**src/rtl/cmp_search_ctrl.sv**
```systemverilog
// Binary-search initiator for a 4-bit magnitude comparator: drives the probe
// operand, consumes the eq/lt/gt flags and recovers the comparator's other operand.
module cmp_search_ctrl #(
  parameter int WIDTH = 4,
  parameter int STEPW = $clog2(WIDTH + 2)
) (
  input  logic             clk,
  input  logic             rst_n,
  input  logic             start,
  output logic [WIDTH-1:0] guess,
  input  logic             ceq,
  input  logic             clt,
  input  logic             cgt,
  output logic             busy,
  output logic             done,
  output logic             found,
  output logic             err,
  output logic [WIDTH-1:0] result,
  output logic [STEPW-1:0] steps
);

  typedef enum logic [1:0] {IDLE, PROBE, EVAL, FIN} state_t;

  state_t           state;
  logic [WIDTH-1:0] lo;
  logic [WIDTH-1:0] hi;
  logic [WIDTH-1:0] mid;
  logic [2:0]       flags;

  // Midpoint summed one bit wider so lo+hi never wraps.
  assign mid   = WIDTH'(({1'b0, lo} + {1'b0, hi}) >> 1);
  assign flags = {ceq, clt, cgt};

  always_ff @(posedge clk or negedge rst_n) begin
    if (!rst_n) begin
      state  <= IDLE;
      guess  <= '0;
      result <= '0;
      steps  <= '0;
      lo     <= '0;
      hi     <= '1;
      busy   <= 1'b0;
      done   <= 1'b0;
      found  <= 1'b0;
      err    <= 1'b0;
    end else begin
      done <= 1'b0;
      case (state)
        IDLE: begin
          if (start) begin
            lo     <= '0;
            hi     <= '1;
            steps  <= '0;
            found  <= 1'b0;
            err    <= 1'b0;
            result <= '0;
            busy   <= 1'b1;
            state  <= PROBE;
          end
        end
        PROBE: begin
          guess <= mid;
          state <= EVAL;
        end
        EVAL: begin
          steps <= steps + 1'b1;
          state <= FIN;
          case (flags)
            3'b100: begin
              result <= guess;
              found  <= 1'b1;
            end
            3'b010: begin
              // guess==hi means the range is exhausted upward
              if (guess == hi) err <= 1'b1;
              else begin
                lo    <= guess + 1'b1;
                state <= PROBE;
              end
            end
            3'b001: begin
              // guess==lo also protects hi from underflowing below 0
              if (guess == lo) err <= 1'b1;
              else begin
                hi    <= guess - 1'b1;
                state <= PROBE;
              end
            end
            default: err <= 1'b1;
          endcase
        end
        FIN: begin
          done  <= 1'b1;
          busy  <= 1'b0;
          state <= IDLE;
        end
        default: state <= IDLE;
      endcase
    end
  end

endmodule

```
**config.mk**
```make
export PLATFORM = sky130hd
export DESIGN_NAME = cmp_search_ctrl
export DESIGN_NICKNAME = d
export VERILOG_FILES = /design/src/rtl/cmp_search_ctrl.sv
export SDC_FILE = /design/constraint.sdc
export NUM_CORES = 1
export LEC_CHECK = 0
export BUFFER_PORTS_ARGS = -buffer_cell sky130_fd_sc_hd__buf_2
export CAP_MARGIN = 20
export CORE_UTILIZATION = 35
export CTS_BUF_LIST = sky130_fd_sc_hd__clkbuf_4
export CTS_CLUSTER_DIAMETER = 120
export DETAILED_ROUTE_END_ITERATION = 12
export GPL_TIMING_DRIVEN = 0
export PLACE_DENSITY = 0.5
export SKIP_CTS_REPAIR_TIMING = 1
export SYNTH_ARGS = -nofsm -noshare
export SYNTH_HDL_FRONTEND = slang
export SYNTH_SLANG_ARGS = --single-unit
```
**constraint.sdc**
```tcl
create_clock -name clk -period 2.05 [get_ports clk]
set_input_delay 0.1025 -clock clk [delete_from_list [all_inputs] [get_ports clk]]
set_output_delay 0.1025 -clock clk [all_outputs]
set_load 0.02 [all_outputs]
```
# Word level (Yosys, flattened, before mapping)

Index checks and enable logic that the tools add are counted.
Widths: inputs -> output; s select.

Logic and storage cells: 67
Bits of input ports: 6
Output and inout bits: 15
Bits in registers: 25

Add/sub/neg operators: 4
Muxes and demuxes: 27
Equality and inequality tests: 17
Reduce and logical (&&, ||, !) cells: 9

Operator list:

| cell                | number |
|---|---|
| $mux 4              | 7 |
| $pmux 4 s2          | 3 |
| $ne 2x2->1 const B  | 5 |
| $eq 4x4->1          | 2 |
| $pmux 2 s4          | 1 |
| $reduce_and 4->1    | 2 |
| $mux 1              | 6 |
| $mux 2              | 3 |
| $ne 3x3->1 const B  | 2 |
| $pmux 1 s2          | 3 |
| $pmux 3 s2          | 1 |
| $add 4x4->5         | 1 |
| $reduce_and 5->1    | 1 |
| $add 4x1->4 const B | 1 |
| $eq 2x2->1 const B  | 2 |
| $ne 2x1->1 const B  | 2 |
| $pmux 2 s2          | 1 |
| $reduce_and 2->1    | 2 |
| $reduce_bool 2->1   | 2 |
| $sub 4x1->4 const B | 1 |
| $add 3x1->3 const B | 1 |
| $eq 3x1->1 const B  | 1 |
| $eq 3x2->1 const B  | 1 |
| $eq 3x3->1 const B  | 1 |
| other kinds (5)     | 5 |

# Depth between registers and ports, before layout

Depth after elaboration: 4
Gate-level depth with buffers: 6
Gate-level depth less buffers: 6

# Worst setup path after synthesis

OpenSTA, ideal clock, no wires.

Path kind: register to register
Start point: reg guess[2]
End point: reg lo[0]
Path buffers: 1
Period minus slack after synthesis: 1.785 ns
Arrival time: 1.660 ns
Setup slack: 0.265 ns
Cell stages (with the launch flop): 6
Setup time: 0.125 ns
Data required time: 1.925 ns
Cells stage by stage: dfrtp_1 > buf_6 > xor2_2 > nor4_2 > o41a_4 > mux2_4

Cells in the longest elaborated chain, start to end: 3

Ends and longest elaborated chain:

| what                              | RTL line | RTL |
|---|---|---|
| start: declaration                | 10       | `output logic [WIDTH-1:0] guess,` |
| start signal: assignment          | 62       | `guess <= mid;` |
| $eq 4x4->1                        | 75       | `if (guess == hi) err <= 1'b1;` |
| $ne 2x2->1 (no source line)       | --       |  |
| $reduce_and 4->1 (no source line) | --       |  |
| end signal: assignment            | 77       | `lo <= guess + 1'b1;` |
| end: declaration                  | 25       | `logic [WIDTH-1:0] lo;` |

Every way passes these cells.
A chain may end at the register's enable or synchronous reset.

# Worst setup path after layout

Start point: reg guess[2]
End point: reg lo[3]

Cells in the longest elaborated chain, start to end: 4
Elaborated cells on any way between the ends: 7
Those cells by class: 1 x add/sub; 2 x eq/ne; 3 x mux; 1 x reduce/logical

Ends and longest elaborated chain:

| what        | RTL line | RTL |
|---|---|---|
| $add 4x1->4 | 77       |  |
| $mux 4      | 75       |  |
| $mux 4      | 68       | `case (flags)` |
| $pmux 4 s2  | 48       | `case (state)` |

Parallel ways exist; a longest one is shown, timed or not. The select of a mux whose other input is x is not followed.

==> flow_summary.ini <==
[placed_design]
placed_area_mm2 = 0.00161
dpl.hpwl_mm = 2.04
io_buffers = 20
place_inst = 200
place_congestion = 0.762

[detailed_routing]
firstDrtPassIters = 4
wire_per_inst_um = 13.4
drc = 0
wl_mm = 2.75
route.vias.total = 950
first_iter_violations = 38
drt-vias-per-instance = 4.63
detail-route-antenna-nets = 0

[clocking]
cts-root-buf = clkbuf_4
cts_tree = built
cts_max_path_buffers = 2
clk_pin_slew_ps = 150
htree_levels = 1
clk_latency_ps = 320
cts-buffers-inserted = 3
cts.sink_count = 25

[yosys]
synthArstFlopShare = 1.00
ys_warn_count = 0
ys_seq_area_frac = 0.436
synth_seq_cells = 25
synth.area.top_cells = dfrtp_1 36%, dfstp_2 7.3%, nand2_1 5.7%
synth_enable_flop_cells = 0
yosysUniqueCellTypes = 35
synth_nets = 145
synth_top_cell_by_area = dfrtp_1
synth_area_mm2 = 0.00145
syn_avg_cell_area_um2 = 10.9
synthFlopType = dfrtp_1
netlist.area_leader.share = 0.364
netlist_instances = 132

[worst_setup_path]
cp-start-kind = flop
critical_path_depth = 5
ff2ff_path_depth = 5
r2r_setup_slack_ps = 220
path_cells = buf_6 > xor2_2 > nor4_2 > o41a_4 > mux2_4
crit_family = simple AND/OR/NAND/NOR gates
crit_required_ps = 2270
worstReg2RegStart = guess[2]
max_stage_delay_ps = 430
cp_num_buf_inv = 1
crit_end = lo[3]
worst-path-max-fanout = 8
cp-startpoint = guess[2]
cp.arrival_ps = 2050
cp-end-kind = flop
critPathKind = reg2reg
slowest_stage = nor4_2
r2r_end = lo[3]

[sta]
slew_viol_final = 0
fin_crit_ps = 1830
clock.fmax_ghz = 0.545
worst_pin_slew_ps = 586
period_share = 0.894
finalSetupTns_ps = 0
final-hold-violation-count = 0
rsz0062_at_grt = false
finalSetupViolCount = 0
final.setup_skew_ps = 6.43
slew_headroom = 0.608

[finish]
antenna_cells = 0
fin_cells = 205
syn_to_final_growth_pct = 13.9
fin_area_mm2 = 0.00165
final_nets = 171
drive_above_1_share = 0.293

[floorplanning]
die_area_mm2 = 0.00439
start_util = 0.380
ios = 21
die_h_um = 66.3
core_mm2 = 0.00380
rows = 22
die_w_um = 66.3

[global_routing]
grt_pass1_wl_mm = 4.74
grt_antenna_before_repair = 0
gr-usage-all-layers = 0.151
grt_max_degree = 26
grt_pass1_vias = 945
grt_remaining_overflow = 0

[job]
maxCapViolCount = 0

[power]
finalPower_w = 0.00256
power.density_mw_per_mm2 = 1550
ir_drop_mv = 0.420
leakage_nw = 0.783

[worst_hold_path]
hold_path.class = in2reg

[status]
status = finished clean
## worst reg2reg max path, delay by kind of cell, from the launching register on
kind | cells | cell delay [ps]
simple gates | 1 | 430
mux | 1 | 310
buf+inv | 1 | 150
flops | 1 | 410
compound gates | 1 | 270
xor+xnor | 1 | 180
## sequential cells by signal (all words and copies together) (netlist names)
register,count
steps,3
err,1
done,1
state,2
hi,4
lo,4
busy,1
found,1
result,4
guess,4
## Yosys cell counts, types with 2 or more instances
| library cell | count |
|---|---|
| ha_1 | 6 |
| xor2_1 | 8 |
| buf_4 | 3 |
| dfrtp_1 | 21 |
| buf_6 | 2 |
| inv_1 | 7 |
| nand3_1 | 3 |
| clkbuf_1 | 2 |
| xor2_2 | 3 |
| mux2_1 | 4 |
| nor2_1 | 5 |
| a21o_1 | 2 |
| nand2_1 | 22 |
| a21oi_1 | 4 |
| xnor2_1 | 3 |
| nand2b_1 | 3 |
| mux2_4 | 3 |
| dfstp_2 | 4 |
| o21ai_1 | 4 |
| o21ai_0 | 8 |
## metrics by stage
stage,hold slack (ps),setup slack [ps],util
finish,71.6,217,0.433
global route,77.9,154,0.433
CTS,-254,209,0.431
detailed placement,126,230,0.423
global placement,131,257,0.423
floorplan,-193,265,-
## power by group
part           leakage [nW]  switching [W]  internal, W  total (W)
clock                0.0139       0.000157    0.0000745   0.000231
sequential            0.313       0.000163     0.000713   0.000876
combinational         0.456       0.000830     0.000619    0.00145
## final cells by class
class	count	area, µm²
Clock inverter	1	7.51
Clock buffer	3	22.5
Multi-Input combinational cell	93	736
Buffer	7	52.6
Inverter	7	26.3
Sequential cell	25	631
Tap cell	48	60.1
Timing Repair Buffer	21	110
Fill cell	378	2150
## kinds of logic after synthesis
group,Yosys count,synth area share
AO/OA/AOI/OAI,23,0.119
adder cells (fa/ha/maj),7,0.0658
buffers and inverters,14,0.0545
XOR/XNOR,14,0.100
flip-flops,25,0.436
AND/OR/NAND/NOR,41,0.155
multiplexers,8,0.0693
## worst min path at each step
stage | start | endpoint | slack (ps) | cells past startpoint
2_1_floorplan | rst_n | busy | -190 | 0
3_3_place_gp | rst_n | lo[2] | 130 | 1
3_5_place_dp | rst_n | guess[0] | 130 | 1
4_1_cts | rst_n | result[1] | -250 | 1
5_1_grt | start | state[0] | 80 | 3
6_report | start | state[0] | 70 | 3
## cell usage in the layout, fill, tap and decap left out, types with 2 or more instances in the layout
cell type,instances
nand3_1,3
dfstp_2,4
mux2_1,4
xor2_2,3
clkbuf_4,3
dfrtp_1,21
buf_6,2
nand2_1,22
xor2_1,8
xnor2_1,3
a21o_1,2
ha_1,6
inv_1,7
a21oi_1,4
clkbuf_1,2
nor2_1,5
o21ai_1,4
nand2b_1,3
buf_2,20
buf_4,3
mux2_4,3
o21ai_0,8
## layer usage
layer,share of wire,GRT usage
met1,0.52,0.209
met2,0.45,0.223
met3,0.024,0.0241
met4,0.011,0.0798
met5,0,0
Note: power is estimated with default switching activity, not from simulation.
